**config.mk**
```make
export PLATFORM = sky130hd
export DESIGN_NAME = ahb_apb_bridge_flat
export DESIGN_NICKNAME = d
export VERILOG_FILES = /design/src/rtl/ahb_apb_bridge_if.sv /design/src/rtl/ahb_apb_bridge.sv /design/src/flat_wrapper.sv
export SDC_FILE = /design/constraint.sdc
export NUM_CORES = 1
export LEC_CHECK = 0
export BUFFER_PORTS_ARGS = -buffer_cell sky130_fd_sc_hd__buf_2
export CAP_MARGIN = 20
export CORE_MARGIN = 2
export CORE_UTILIZATION = 44
export CTS_CLUSTER_SIZE = 8
export DETAILED_ROUTE_END_ITERATION = 10
export PLACE_DENSITY = 0.8
export SETUP_SLACK_MARGIN = 0.3
export SYNTH_ARGS = -nofsm -noshare
export SYNTH_HDL_FRONTEND = slang
export SYNTH_SLANG_ARGS = --single-unit
```
**constraint.sdc**
```tcl
create_clock -name hclk_i -period 2 [get_ports hclk_i]
set_clock_uncertainty 0.2 [all_clocks]
set_input_delay 0.4 -clock hclk_i [delete_from_list [all_inputs] [get_ports hclk_i]]
set_output_delay 0.4 -clock hclk_i [all_outputs]
set_load 0.01 [all_outputs]
```
**src/rtl/ahb_apb_bridge_if.sv**
```systemverilog
// ---------------------------------------------------------------------------
// ahb_apb_bridge_if
// Bundles the AHB-Lite slave side and the APB master side of the bridge.
//
// Signal groups:
//   AHB request  : haddr_i, hsize_i, hprot_i, hnonsec_i, htrans_i, hwrite_i,
//                  hwdata_i, hwstrb_i, hsel_i, hready_i
//   AHB response : hrdata_o, hreadyout_o, hresp_o
//   APB request  : paddr_o, pprot_o, psel_o, penable_o, pwrite_o, pwdata_o,
//                  pstrb_o
//   APB response : prdata_i, pready_i, pslverr_i
//
// Modports:
//   slave  - the bridge's view (AHB slave that is also an APB requester)
//   master - the environment's view (AHB manager plus APB completer)
// The _i/_o suffixes are relative to the bridge.
// ---------------------------------------------------------------------------
interface ahb_apb_bridge_if #(
  parameter int ADDR_WIDTH  = 32,
  parameter int DATA_WIDTH  = 32,
  parameter int HPROT_WIDTH = 4
);
  localparam int STRB_WIDTH = DATA_WIDTH / 8;

  // AHB side
  logic [ADDR_WIDTH-1:0]  haddr_i;
  logic [2:0]             hsize_i;
  logic [HPROT_WIDTH-1:0] hprot_i;
  logic                   hnonsec_i;
  logic [1:0]             htrans_i;
  logic                   hwrite_i;
  logic [DATA_WIDTH-1:0]  hwdata_i;
  logic [STRB_WIDTH-1:0]  hwstrb_i;
  logic                   hsel_i;
  logic                   hready_i;
  logic [DATA_WIDTH-1:0]  hrdata_o;
  logic                   hreadyout_o;
  logic                   hresp_o;

  // APB side
  logic [ADDR_WIDTH-1:0]  paddr_o;
  logic [2:0]             pprot_o;
  logic                   psel_o;
  logic                   penable_o;
  logic                   pwrite_o;
  logic [DATA_WIDTH-1:0]  pwdata_o;
  logic [STRB_WIDTH-1:0]  pstrb_o;
  logic [DATA_WIDTH-1:0]  prdata_i;
  logic                   pready_i;
  logic                   pslverr_i;

  modport slave (
    input  haddr_i, hsize_i, hprot_i, hnonsec_i, htrans_i, hwrite_i,
           hwdata_i, hwstrb_i, hsel_i, hready_i,
           prdata_i, pready_i, pslverr_i,
    output hrdata_o, hreadyout_o, hresp_o,
           paddr_o, pprot_o, psel_o, penable_o, pwrite_o, pwdata_o, pstrb_o
  );

  modport master (
    output haddr_i, hsize_i, hprot_i, hnonsec_i, htrans_i, hwrite_i,
           hwdata_i, hwstrb_i, hsel_i, hready_i,
           prdata_i, pready_i, pslverr_i,
    input  hrdata_o, hreadyout_o, hresp_o,
           paddr_o, pprot_o, psel_o, penable_o, pwrite_o, pwdata_o, pstrb_o
  );
endinterface

```
**src/rtl/ahb_apb_bridge.sv**
```systemverilog
// ---------------------------------------------------------------------------
// ahb_apb_bridge
// AHB-Lite slave to APB3/APB4 master bridge. Every accepted AHB transfer is
// turned into exactly one APB SETUP/ACCESS sequence while the AHB data phase
// is stalled through hreadyout_o. PSLVERR, oversize transfers and an
// optional ACCESS timeout are reported with the two-cycle AHB ERROR response.
//
// Ports:
//   hclk_i  - clock, everything on the rising edge
//   hrst_i  - synchronous active-high reset
//   bus     - ahb_apb_bridge_if.slave carrying the AHB request/response and
//             the APB request/response signals
//
// Parameters:
//   ADDR_WIDTH, DATA_WIDTH (8/16/32/64), HPROT_WIDTH (>=2),
//   TIMEOUT_CYCLES - ACCESS cycles allowed without pready_i; 0 disables
// ---------------------------------------------------------------------------
module ahb_apb_bridge #(
  parameter int ADDR_WIDTH     = 32,
  parameter int DATA_WIDTH     = 32,
  parameter int HPROT_WIDTH    = 4,
  parameter int TIMEOUT_CYCLES = 0
) (
  input  logic              hclk_i,
  input  logic              hrst_i,
  ahb_apb_bridge_if.slave   bus
);

  localparam int STRB_WIDTH = DATA_WIDTH / 8;
  // Largest legal HSIZE encoding is log2 of the byte lanes.
  localparam int SIZE_MAX   = (STRB_WIDTH > 1) ? $clog2(STRB_WIDTH) : 0;

  typedef enum logic [2:0] {
    IDLE,
    WDATA,
    SETUP,
    ACCESS,
    RESP,
    ERR1,
    ERR2
  } state_e;

  state_e state_q, state_d;

  logic                  psel_q, psel_d;
  logic                  penable_q, penable_d;
  logic                  hreadyout_q, hreadyout_d;
  logic                  hresp_q, hresp_d;
  logic                  pwrite_q, pwrite_d;
  logic [ADDR_WIDTH-1:0] paddr_q, paddr_d;
  logic [2:0]            pprot_q, pprot_d;
  logic [DATA_WIDTH-1:0] pwdata_q, pwdata_d;
  logic [STRB_WIDTH-1:0] pstrb_q, pstrb_d;
  logic [DATA_WIDTH-1:0] hrdata_q, hrdata_d;

  logic accept;
  logic can_accept;
  logic take;
  logic size_bad;
  logic timeout_hit;
  logic unused_inputs;

  // Only NONSEQ/SEQ count as a transfer; IDLE and BUSY fall through to an
  // OKAY zero-wait response simply by not being taken.
  assign accept     = bus.hsel_i & bus.hready_i & bus.htrans_i[1];
  assign can_accept = (state_q == IDLE) || (state_q == RESP) || (state_q == ERR2);
  assign take       = accept & can_accept;
  assign size_bad   = bus.hsize_i > 3'(SIZE_MAX);

  // Only two HPROT bits and the upper HTRANS bit carry meaning here.
  assign unused_inputs = ^{bus.hprot_i, bus.htrans_i[0]};

  // ACCESS timeout: the counter holds the number of ACCESS cycles already
  // spent waiting, so the TIMEOUT_CYCLES-th waiting cycle is the last one.
  if (TIMEOUT_CYCLES > 0) begin : g_timeout
    localparam int TMO_W = $clog2(TIMEOUT_CYCLES + 1);
    logic [TMO_W-1:0] tmo_cnt_q, tmo_cnt_d;

    always_comb begin
      tmo_cnt_d = '0;
      if (state_q == ACCESS && !bus.pready_i) begin
        tmo_cnt_d = tmo_cnt_q + TMO_W'(1);
      end
    end

    always_ff @(posedge hclk_i) begin
      if (hrst_i) begin
        tmo_cnt_q <= '0;
      end else begin
        tmo_cnt_q <= tmo_cnt_d;
      end
    end

    assign timeout_hit = (state_q == ACCESS) && !bus.pready_i &&
                         (tmo_cnt_q == TMO_W'(TIMEOUT_CYCLES - 1));
  end else begin : g_no_timeout
    assign timeout_hit = 1'b0;
  end

  // State and output registers. Every bus-visible output comes straight
  // from a flop so nothing combinational reaches either bus.
  always_ff @(posedge hclk_i) begin
    if (hrst_i) begin
      state_q     <= IDLE;
      psel_q      <= 1'b0;
      penable_q   <= 1'b0;
      hreadyout_q <= 1'b1;
      hresp_q     <= 1'b0;
      pwrite_q    <= 1'b0;
      paddr_q     <= '0;
      pprot_q     <= '0;
      pwdata_q    <= '0;
      pstrb_q     <= '0;
      hrdata_q    <= '0;
    end else begin
      state_q     <= state_d;
      psel_q      <= psel_d;
      penable_q   <= penable_d;
      hreadyout_q <= hreadyout_d;
      hresp_q     <= hresp_d;
      pwrite_q    <= pwrite_d;
      paddr_q     <= paddr_d;
      pprot_q     <= pprot_d;
      pwdata_q    <= pwdata_d;
      pstrb_q     <= pstrb_d;
      hrdata_q    <= hrdata_d;
    end
  end

  // Next-state logic. A transfer taken in RESP or ERR2 chains straight into
  // its first cycle so back-to-back transfers add no idle APB cycles.
  always_comb begin
    state_d = state_q;
    unique case (state_q)
      IDLE, RESP, ERR2: begin
        if (accept) begin
          if (size_bad) begin
            state_d = ERR1;
          end else if (bus.hwrite_i) begin
            state_d = WDATA;
          end else begin
            state_d = SETUP;
          end
        end else begin
          state_d = IDLE;
        end
      end
      WDATA:  state_d = SETUP;
      SETUP:  state_d = ACCESS;
      ACCESS: begin
        // A real response wins over a timeout landing in the same cycle.
        if (bus.pready_i) begin
          state_d = bus.pslverr_i ? ERR1 : RESP;
        end else if (timeout_hit) begin
          state_d = ERR1;
        end
      end
      ERR1:    state_d = ERR2;
      default: state_d = IDLE;
    endcase
  end

  // Output and datapath logic. Control outputs are decoded from the next
  // state so they line up with the state register. The request fields only
  // change on a taken transfer or in WDATA, which keeps them stable from
  // SETUP through the last ACCESS cycle.
  always_comb begin
    psel_d      = (state_d == SETUP) || (state_d == ACCESS);
    penable_d   = (state_d == ACCESS);
    hreadyout_d = (state_d == IDLE) || (state_d == RESP) || (state_d == ERR2);
    hresp_d     = (state_d == ERR1) || (state_d == ERR2);

    pwrite_d = pwrite_q;
    paddr_d  = paddr_q;
    pprot_d  = pprot_q;
    pwdata_d = pwdata_q;
    pstrb_d  = pstrb_q;
    hrdata_d = hrdata_q;

    if (take) begin
      paddr_d  = bus.haddr_i;
      pwrite_d = bus.hwrite_i;
      // APB PPROT = {instruction, non-secure, privileged}.
      pprot_d  = {~bus.hprot_i[0], bus.hnonsec_i, bus.hprot_i[1]};
      if (!bus.hwrite_i) begin
        pstrb_d = '0;
      end
    end

    // HWDATA/HWSTRB are valid in the AHB data phase, one cycle after the
    // address phase, which is exactly the WDATA state.
    if (state_q == WDATA) begin
      pwdata_d = bus.hwdata_i;
      pstrb_d  = bus.hwstrb_i;
    end

    // hrdata_o keeps its last value unless a read completes cleanly.
    if (state_q == ACCESS && bus.pready_i && !bus.pslverr_i && !pwrite_q) begin
      hrdata_d = bus.prdata_i;
    end
  end

  assign bus.psel_o      = psel_q;
  assign bus.penable_o   = penable_q;
  assign bus.hreadyout_o = hreadyout_q;
  assign bus.hresp_o     = hresp_q;
  assign bus.pwrite_o    = pwrite_q;
  assign bus.paddr_o     = paddr_q;
  assign bus.pprot_o     = pprot_q;
  assign bus.pwdata_o    = pwdata_q;
  assign bus.pstrb_o     = pstrb_q;
  assign bus.hrdata_o    = hrdata_q;

endmodule

```
**src/flat_wrapper.sv**
```systemverilog
// flat-port wrapper written by rule: the top's interface ports become plain ports
module ahb_apb_bridge_flat 
#(
  parameter int ADDR_WIDTH     = 32,
  parameter int DATA_WIDTH     = 32,
  parameter int HPROT_WIDTH    = 4,
  parameter int TIMEOUT_CYCLES = 0
)
  (hclk_i, hrst_i, bus_haddr_i, bus_hsize_i, bus_hprot_i, bus_hnonsec_i, bus_htrans_i, bus_hwrite_i, bus_hwdata_i, bus_hwstrb_i, bus_hsel_i, bus_hready_i, bus_prdata_i, bus_pready_i, bus_pslverr_i, bus_hrdata_o, bus_hreadyout_o, bus_hresp_o, bus_paddr_o, bus_pprot_o, bus_psel_o, bus_penable_o, bus_pwrite_o, bus_pwdata_o, bus_pstrb_o);
  ahb_apb_bridge_if #(.ADDR_WIDTH(ADDR_WIDTH), .DATA_WIDTH(DATA_WIDTH), .HPROT_WIDTH(HPROT_WIDTH)) bus_i ();
  input  logic hclk_i;
  input  logic hrst_i;
  input wire logic [$bits(bus_i.haddr_i)-1:0] bus_haddr_i;
  input wire logic [$bits(bus_i.hsize_i)-1:0] bus_hsize_i;
  input wire logic [$bits(bus_i.hprot_i)-1:0] bus_hprot_i;
  input wire logic [$bits(bus_i.hnonsec_i)-1:0] bus_hnonsec_i;
  input wire logic [$bits(bus_i.htrans_i)-1:0] bus_htrans_i;
  input wire logic [$bits(bus_i.hwrite_i)-1:0] bus_hwrite_i;
  input wire logic [$bits(bus_i.hwdata_i)-1:0] bus_hwdata_i;
  input wire logic [$bits(bus_i.hwstrb_i)-1:0] bus_hwstrb_i;
  input wire logic [$bits(bus_i.hsel_i)-1:0] bus_hsel_i;
  input wire logic [$bits(bus_i.hready_i)-1:0] bus_hready_i;
  input wire logic [$bits(bus_i.prdata_i)-1:0] bus_prdata_i;
  input wire logic [$bits(bus_i.pready_i)-1:0] bus_pready_i;
  input wire logic [$bits(bus_i.pslverr_i)-1:0] bus_pslverr_i;
  output wire logic [$bits(bus_i.hrdata_o)-1:0] bus_hrdata_o;
  output wire logic [$bits(bus_i.hreadyout_o)-1:0] bus_hreadyout_o;
  output wire logic [$bits(bus_i.hresp_o)-1:0] bus_hresp_o;
  output wire logic [$bits(bus_i.paddr_o)-1:0] bus_paddr_o;
  output wire logic [$bits(bus_i.pprot_o)-1:0] bus_pprot_o;
  output wire logic [$bits(bus_i.psel_o)-1:0] bus_psel_o;
  output wire logic [$bits(bus_i.penable_o)-1:0] bus_penable_o;
  output wire logic [$bits(bus_i.pwrite_o)-1:0] bus_pwrite_o;
  output wire logic [$bits(bus_i.pwdata_o)-1:0] bus_pwdata_o;
  output wire logic [$bits(bus_i.pstrb_o)-1:0] bus_pstrb_o;
  assign bus_i.haddr_i = bus_haddr_i;
  assign bus_i.hsize_i = bus_hsize_i;
  assign bus_i.hprot_i = bus_hprot_i;
  assign bus_i.hnonsec_i = bus_hnonsec_i;
  assign bus_i.htrans_i = bus_htrans_i;
  assign bus_i.hwrite_i = bus_hwrite_i;
  assign bus_i.hwdata_i = bus_hwdata_i;
  assign bus_i.hwstrb_i = bus_hwstrb_i;
  assign bus_i.hsel_i = bus_hsel_i;
  assign bus_i.hready_i = bus_hready_i;
  assign bus_i.prdata_i = bus_prdata_i;
  assign bus_i.pready_i = bus_pready_i;
  assign bus_i.pslverr_i = bus_pslverr_i;
  assign bus_hrdata_o = bus_i.hrdata_o;
  assign bus_hreadyout_o = bus_i.hreadyout_o;
  assign bus_hresp_o = bus_i.hresp_o;
  assign bus_paddr_o = bus_i.paddr_o;
  assign bus_pprot_o = bus_i.pprot_o;
  assign bus_psel_o = bus_i.psel_o;
  assign bus_penable_o = bus_i.penable_o;
  assign bus_pwrite_o = bus_i.pwrite_o;
  assign bus_pwdata_o = bus_i.pwdata_o;
  assign bus_pstrb_o = bus_i.pstrb_o;
  ahb_apb_bridge #(.ADDR_WIDTH(ADDR_WIDTH), .DATA_WIDTH(DATA_WIDTH), .HPROT_WIDTH(HPROT_WIDTH), .TIMEOUT_CYCLES(TIMEOUT_CYCLES)) u_core (.hclk_i(hclk_i), .hrst_i(hrst_i), .bus(bus_i));
endmodule
```
Yosys cells after proc, flatten, opt, wreduce, memory -nomap -nowiden
Cells that the tools add are included.
{"block": "word_totals", "register_bits": 111, "in_bits": 117, "out_inout_bits": 108}
{"block": "classes", "order_cmp": 1, "eq_ne": 12, "mux": 9, "n_bitwise": 4, "n_reduce_logical": 16}
{"operator": "== test 3 bit, second input constant", "count": 6}
{"operator": "one-hot mux 3 bit (5 select lines)", "count": 1}
{"operator": "== test 3 x 2 -> 1 bit, second input constant", "count": 4}
{"operator": "two-way mux 4 bit", "count": 3}
{"operator": "two-way mux 3 bit", "count": 3}
{"operator": "logical NOT 3 bit", "count": 2}
{"operator": "logical OR 1 bit", "count": 6}
{"operator": "AND 1 bit", "count": 3}
{"operator": "== test 3 x 1 -> 1 bit, second input constant", "count": 1}
{"operator": "> comparator 3 x 2 -> 1 bit, second input constant", "count": 1}
{"operator": "logical AND 1 bit", "count": 3}
{"operator": "OR reduction 3 bit", "count": 1}
{"operator": "logical NOT 1 bit", "count": 2}
{"operator": "two-way mux 2 bit", "count": 1}
{"operator": "inequality test 2 x 1 -> 1 bit, second input constant", "count": 1}
{"operator": "AND reduction 2 bit", "count": 1}
{"operator": "nonzero test 2 bit", "count": 1}
{"operator": "two-way mux 1 bit", "count": 1}
{"operator": "NOT 1 bit", "count": 1}

Depth between registers and ports, before layout
{"block": "depth", "word_depth": 7, "ltp_mapped": 7}

Worst setup path after synthesis
Ideal clock, no wire load.
{"block": "synth_timing", "path_kind": "reg2reg", "from": "register u_core.state_q[2]", "to": "register u_core.hrdata_q[10], in the netlist u_core.bus.hrdata_o[10]", "arrival_ps": 1388, "required_ps": 1668, "path_slack_ps": 279, "path_stages_with_launch": 8, "path_buffers": 3, "period_less_slack_ps": 1721, "cell_sequence": "dfxtp_1 > buf_6 > nand2b_4 > or4_4 > buf_6 > buf_6 > nand2_1 > a21oi_1"}
{"block": "synth_via", "elab_chain_len": 4}
{"element": "start, declared", "line": "ahb_apb_bridge.sv:43", "rtl": "state_e state_q, state_d;"}
{"element": "start signal, assigned", "line": "ahb_apb_bridge.sv:116", "rtl": "state_q <= state_d;"}
{"element": "== test 3 x 2 -> 1 bit", "line": "ahb_apb_bridge.sv:198", "rtl": "if (state_q == ACCESS && bus.pready_i && !bus.pslverr_i && !pwrite_q) begin"}
{"element": "logical AND 1 bit (3 in a row)", "line": "ahb_apb_bridge.sv:198"}
{"element": "end signal, assigned", "line": "ahb_apb_bridge.sv:126", "rtl": "hrdata_q <= hrdata_d;"}
{"element": "end, declared", "line": "ahb_apb_bridge.sv:54", "rtl": "logic [DATA_WIDTH-1:0] hrdata_q, hrdata_d;"}
Every way passes these cells.
A chain may end at the register's enable or synchronous reset.

Worst setup path in the final report
{"block": "layout_timing", "from": "register u_core.state_q[2]", "to": "register u_core.hresp_q, in the netlist u_core.bus.hresp_o"}
{"block": "layout_via", "elab_chain_len": 5, "word_cells_on_any_way": 13}
{"element": "== test 3 bit / logical NOT 3 bit (equally long branches)", "line": "ahb_apb_bridge.sv:134", "rtl": "unique case (state_q)"}
{"element": "OR reduction 3 bit", "line": "ahb_apb_bridge.sv:134"}
{"element": "one-hot mux 3 bit (5 select lines) (*)", "line": "ahb_apb_bridge.sv:134"}
{"element": "== test 3 bit", "line": "ahb_apb_bridge.sv:171", "rtl": "hresp_d = (state_d == ERR1) || (state_d == ERR2);"}
{"element": "logical OR 1 bit (*)", "line": "ahb_apb_bridge.sv:171"}
{"element": "end signal, assigned", "line": "ahb_apb_bridge.sv:120", "rtl": "hresp_q <= hresp_d;"}
{"element": "end, declared", "line": "ahb_apb_bridge.sv:48", "rtl": "logic hresp_q, hresp_d;"}
Every way passes the cells marked *; elsewhere a longest branch is shown, timed or not.

==> qor.log <==
qor: run_status.status finished clean
qor: drt.drt_first_pass_iters 6
qor: power_and_ir_drop.total_power 0.00396 W
qor: logic_synthesis.synth_simple_gate_area_share 23.5%
qor: die.io-pin-count 225
qor: timing.fmax 0.597 GHz
qor: logic_synthesis.dominant_combinational_cell_family_by_area_after_synthesis simple AND/OR/NAND/NOR gates
qor: critical_path.path_cells nand2b_4 > nand3_1 > a311o_1 > a211oi_2
qor: global_routing.first_pass_grt_wire_length 17800 um
qor: cells_and_area.drive_gt1_share 37.6%
qor: logic_synthesis.synthesized_net_count 611
qor: die.initial_util 45.5%
qor: logic_synthesis.postSynth.asyncResetShare 0%
qor: clocking.cts_root_buf clkbuf_8
qor: timing.worst_hold_slack 0.0210 ns
qor: worst_hold_path.type_of_the_tightest_min_delay_check input pin to flip-flop
qor: power_and_ir_drop.power.static_leakage 2.44 nW
qor: critical_path.end_kind flip-flop
qor: clocking.clock_latency_at_the_later_pin_of_the_worst_skew_pair 0.36 ns
qor: critical_path.worstSetupStartpointType flip-flop
qor: drt.route.final.wire_length 11200 um
qor: logic_synthesis.synth.cell_area 3980 um2
qor: cells_and_area.reg_area 2230 um2
qor: critical_path.worstPathMaxFanout 7
qor: logic_synthesis.synth_fa_ha_area_share 0%
qor: critical_path.reg2reg_setup_slack 0.32 ns
qor: die.width_of_the_die 99.2 um
qor: timing.timing.slew.headroom 77.0%
qor: critical_path.critical_path_at 1.75 ns
qor: drt.drc 0
qor: timing.report.final.setup_viol 0
qor: drt.wl_per_cell 13.7 um
qor: cells_and_area.antenna_cells 0
qor: clocking.cts.reportedPaths.clkPinSlew 0.09 ns
qor: placed_design.dp_hpwl 7920 um
qor: logic_synthesis.synth-xor-area-share 0%
qor: logic_synthesis.post_synth_num_cell_types 35
qor: placed_design.dp_slack 0.121 ns
qor: power_and_ir_drop.peakVddDrop 400 uV
qor: timing.min_period 1.68 ns
qor: logic_synthesis.synth_flop_cell dfxtp_1
qor: cells_and_area.fillers 806
qor: worst_hold_path.worst_hold_startpoint bus_hprot_i[0]
qor: critical_path.timing.critical_path.max_delay_family compound AO/OA/AOI/OAI gates
qor: critical_path.critical_r2r_launch u_core.state_q[2]
qor: worst_hold_path.min_path_cells 2
qor: clocking.post_cts_hold_buffer_count 0
qor: clocking.cts_tree yes
qor: critical_path.critPathMaxStageDelay 0.44 ns
qor: timing.max_slew.worst_pin.slew 0.343 ns
qor: placed_design.routabilityCongestion 0.845
qor: global_routing.grt_antenna_before_repair 0
qor: global_routing.largest_net_degree_at_the_start_of_global_routing 47
qor: logic_synthesis.netlist_instances 494
qor: placed_design.buffer_ports.inserted 221
qor: critical_path.cp_slowest_cell dfxtp_2
qor: timing.maxSlewViolCount 0
qor: logic_synthesis.synth_compound_gate_area_share 15.9%
qor: die.rows 34
qor: critical_path.worstPathBufferInverterCount 0
qor: logic_synthesis.post_synthesis_mux_area_share 0.251%
qor: drt.dr_total_vias 4032
qor: drt.avgViaCountPerCell 4.92
qor: cells_and_area.area_growth_syn_to_layout 36.7%
qor: cells_and_area.nNetsFinal 824
qor: timing.finalCritPeriodShare 83.8%
qor: clocking.ctsHtreeMaxLevel 3
qor: critical_path.worst-setup-path-type flip-flop to flip-flop
qor: timing.report.final.hold_viol_count 0
qor: cells_and_area.multi_input_comb_area 1640 um2
qor: global_routing.grtUsageTotal 22.0%
qor: logic_synthesis.postSynthAreaPerCell 8.06 um2
qor: drt.drtIter0Drc 153
qor: logic_synthesis.synth-edff-count 0
qor: timing.rsz_0062_raised_after_global_routing yes
qor: drt.ant_nets 0
qor: clocking.cts_made_buffers 9
qor: logic_synthesis.synth_seq_area_share 55.8%
qor: worst_hold_path.holdPathEnd u_core.bus.pprot_o[2]
qor: global_routing.first_global_vias 3821
qor: global_routing.grt.overflow.total 0
qor: power_and_ir_drop.power.density 727 nW/um2
qor: die.die_h 99.2 um
qor: timing.fin_setup_tns 0 ns
qor: critical_path.r2r_end u_core.bus.hresp_o
qor: die.placeableCoreArea 8760 um2
qor: clocking.number_of_clock_sinks 111
qor: clocking.clock_path_buffers 2
qor: critical_path.worst-r2r-cell-count 4
qor: critical_path.cp.required 2.07 ns
qor: logic_synthesis.synth_seq_cells 111
qor: timing.setup_ws 0.324 ns
qor: flow_run.drv.max_cap_violation_count 0
qor: logic_synthesis.ys.warnings.count 0
qor: die.design.die.area 9830 um2
[repair_timing]
| action | in CTS | in global routing |
|---|---|---|
| endpoints found under the setup margin | 73 | 90 |
| pin swaps | 3 | 2 |
| resized for setup | 10 | 5 |
| setup buffers | 0 | 2 |
| cloned | 2 | 0 |
[power breakdown]
part | internal, W | switching (W) | total, W
Combinational | 0.000214 | 0.000251 | 0.000465
Clock | 0.000456 | 0.000722 | 0.00118
Sequential | 0.00228 | 0.0000375 | 0.00231
Total | 0.00295 | 0.00101 | 0.00396
[state kept, by name, indices dropped and copies added (netlist names)]
name	count
u_core.bus.hrdata_o	32
u_core.bus.hreadyout_o	1
u_core.bus.hresp_o	1
u_core.bus.paddr_o	32
u_core.bus.penable_o	1
u_core.bus.pprot_o	3
u_core.bus.psel_o	1
u_core.bus.pstrb_o	4
u_core.bus.pwdata_o	32
u_core.bus.pwrite_o	1
u_core.state_q	3
[worst max-delay path by stage]
| stage | start | cells past startpoint | endpoint | slack [ns] |
|---|---|---|---|---|
| finish | u_core.state_q[2] | 4 | u_core.bus.hresp_o | 0.32 |
| floorplan | u_core.state_q[2] | 7 | u_core.bus.hrdata_o[10] | 0.28 |
| detailed placement | u_core.state_q[1] | 4 | u_core.bus.hresp_o | 0.12 |
| CTS | u_core.state_q[0] | 5 | u_core.bus.hresp_o | 0.28 |
| global placement | bus_hsize_i[0] | 5 | u_core.bus.hresp_o | 0.16 |
| global route | u_core.state_q[2] | 4 | u_core.bus.hresp_o | 0.23 |
[stage by stage]
stage	util, %	area [um2]	instances
final	62.1	5440	819
after global routing	62.1	5440	819
after CTS	61.8	5410	817
after detailed placement	59.4	5200	800
after global placement	59.4	5200	800
after floorplan	-	3980	494
[cells in the mapped netlist, types with 2 or more instances]
cell | instances | share of area (%)
buf_2 | 7 | 0.88
a21oi_1 | 105 | 13
a211oi_1 | 2 | 0.38
nor2_1 | 5 | 0.47
clkbuf_1 | 21 | 2.0
o21a_1 | 2 | 0.38
nand3b_1 | 4 | 0.75
dfxtp_1 | 111 | 56
nor3_1 | 2 | 0.25
buf_6 | 5 | 1.4
nand2_1 | 206 | 19
[routing by layer]
metal  up-vias  routed length, um  GRT usage [%]
met4         0                219           9.17
met1      1855               4560           25.7
li1       2033                  -              -
met2       126               5870           39.8
met3        18                533           3.72
met5         -                  0              0
[placed cells by master (no fill, tap or decap), types with 2 or more instances in the layout]
| cell | n |
|---|---|
| nor2_1 | 5 |
| dfxtp_2 | 2 |
| nor3_2 | 2 |
| buf_2 | 220 |
| or4_4 | 3 |
| clkinvlp_4 | 2 |
| a211oi_1 | 2 |
| nand3b_1 | 4 |
| dfxtp_4 | 2 |
| dfxtp_1 | 107 |
| clkbuf_8 | 9 |
| o21a_1 | 2 |
| buf_12 | 5 |
| buf_4 | 8 |
| a21oi_1 | 105 |
| clkbuf_1 | 2 |
| nand2_1 | 205 |
[logic make-up (layout without fill, tap and decap cells)]
| group | after synthesis | count (layout) |
|---|---|---|
| AOI/OAI and AO/OA | 118 | 118 |
| DFF | 111 | 111 |
| muxes | 1 | 1 |
| and+or+nand+nor | 229 | 231 |
| buffers and inverters | 35 | 250 |
[area by class of cell]
type                       instances  share of cell area (%)
clock inverter                     4                   0.598
timing repair buffer             234                    23.4
sequential                       111                    41.0
clock buffer                      11                    2.41
tap                              108                    2.48
inverter                           1                  0.0689
multi-input combinational        350                    30.1
Note: power is estimated with default switching activity, not from simulation.
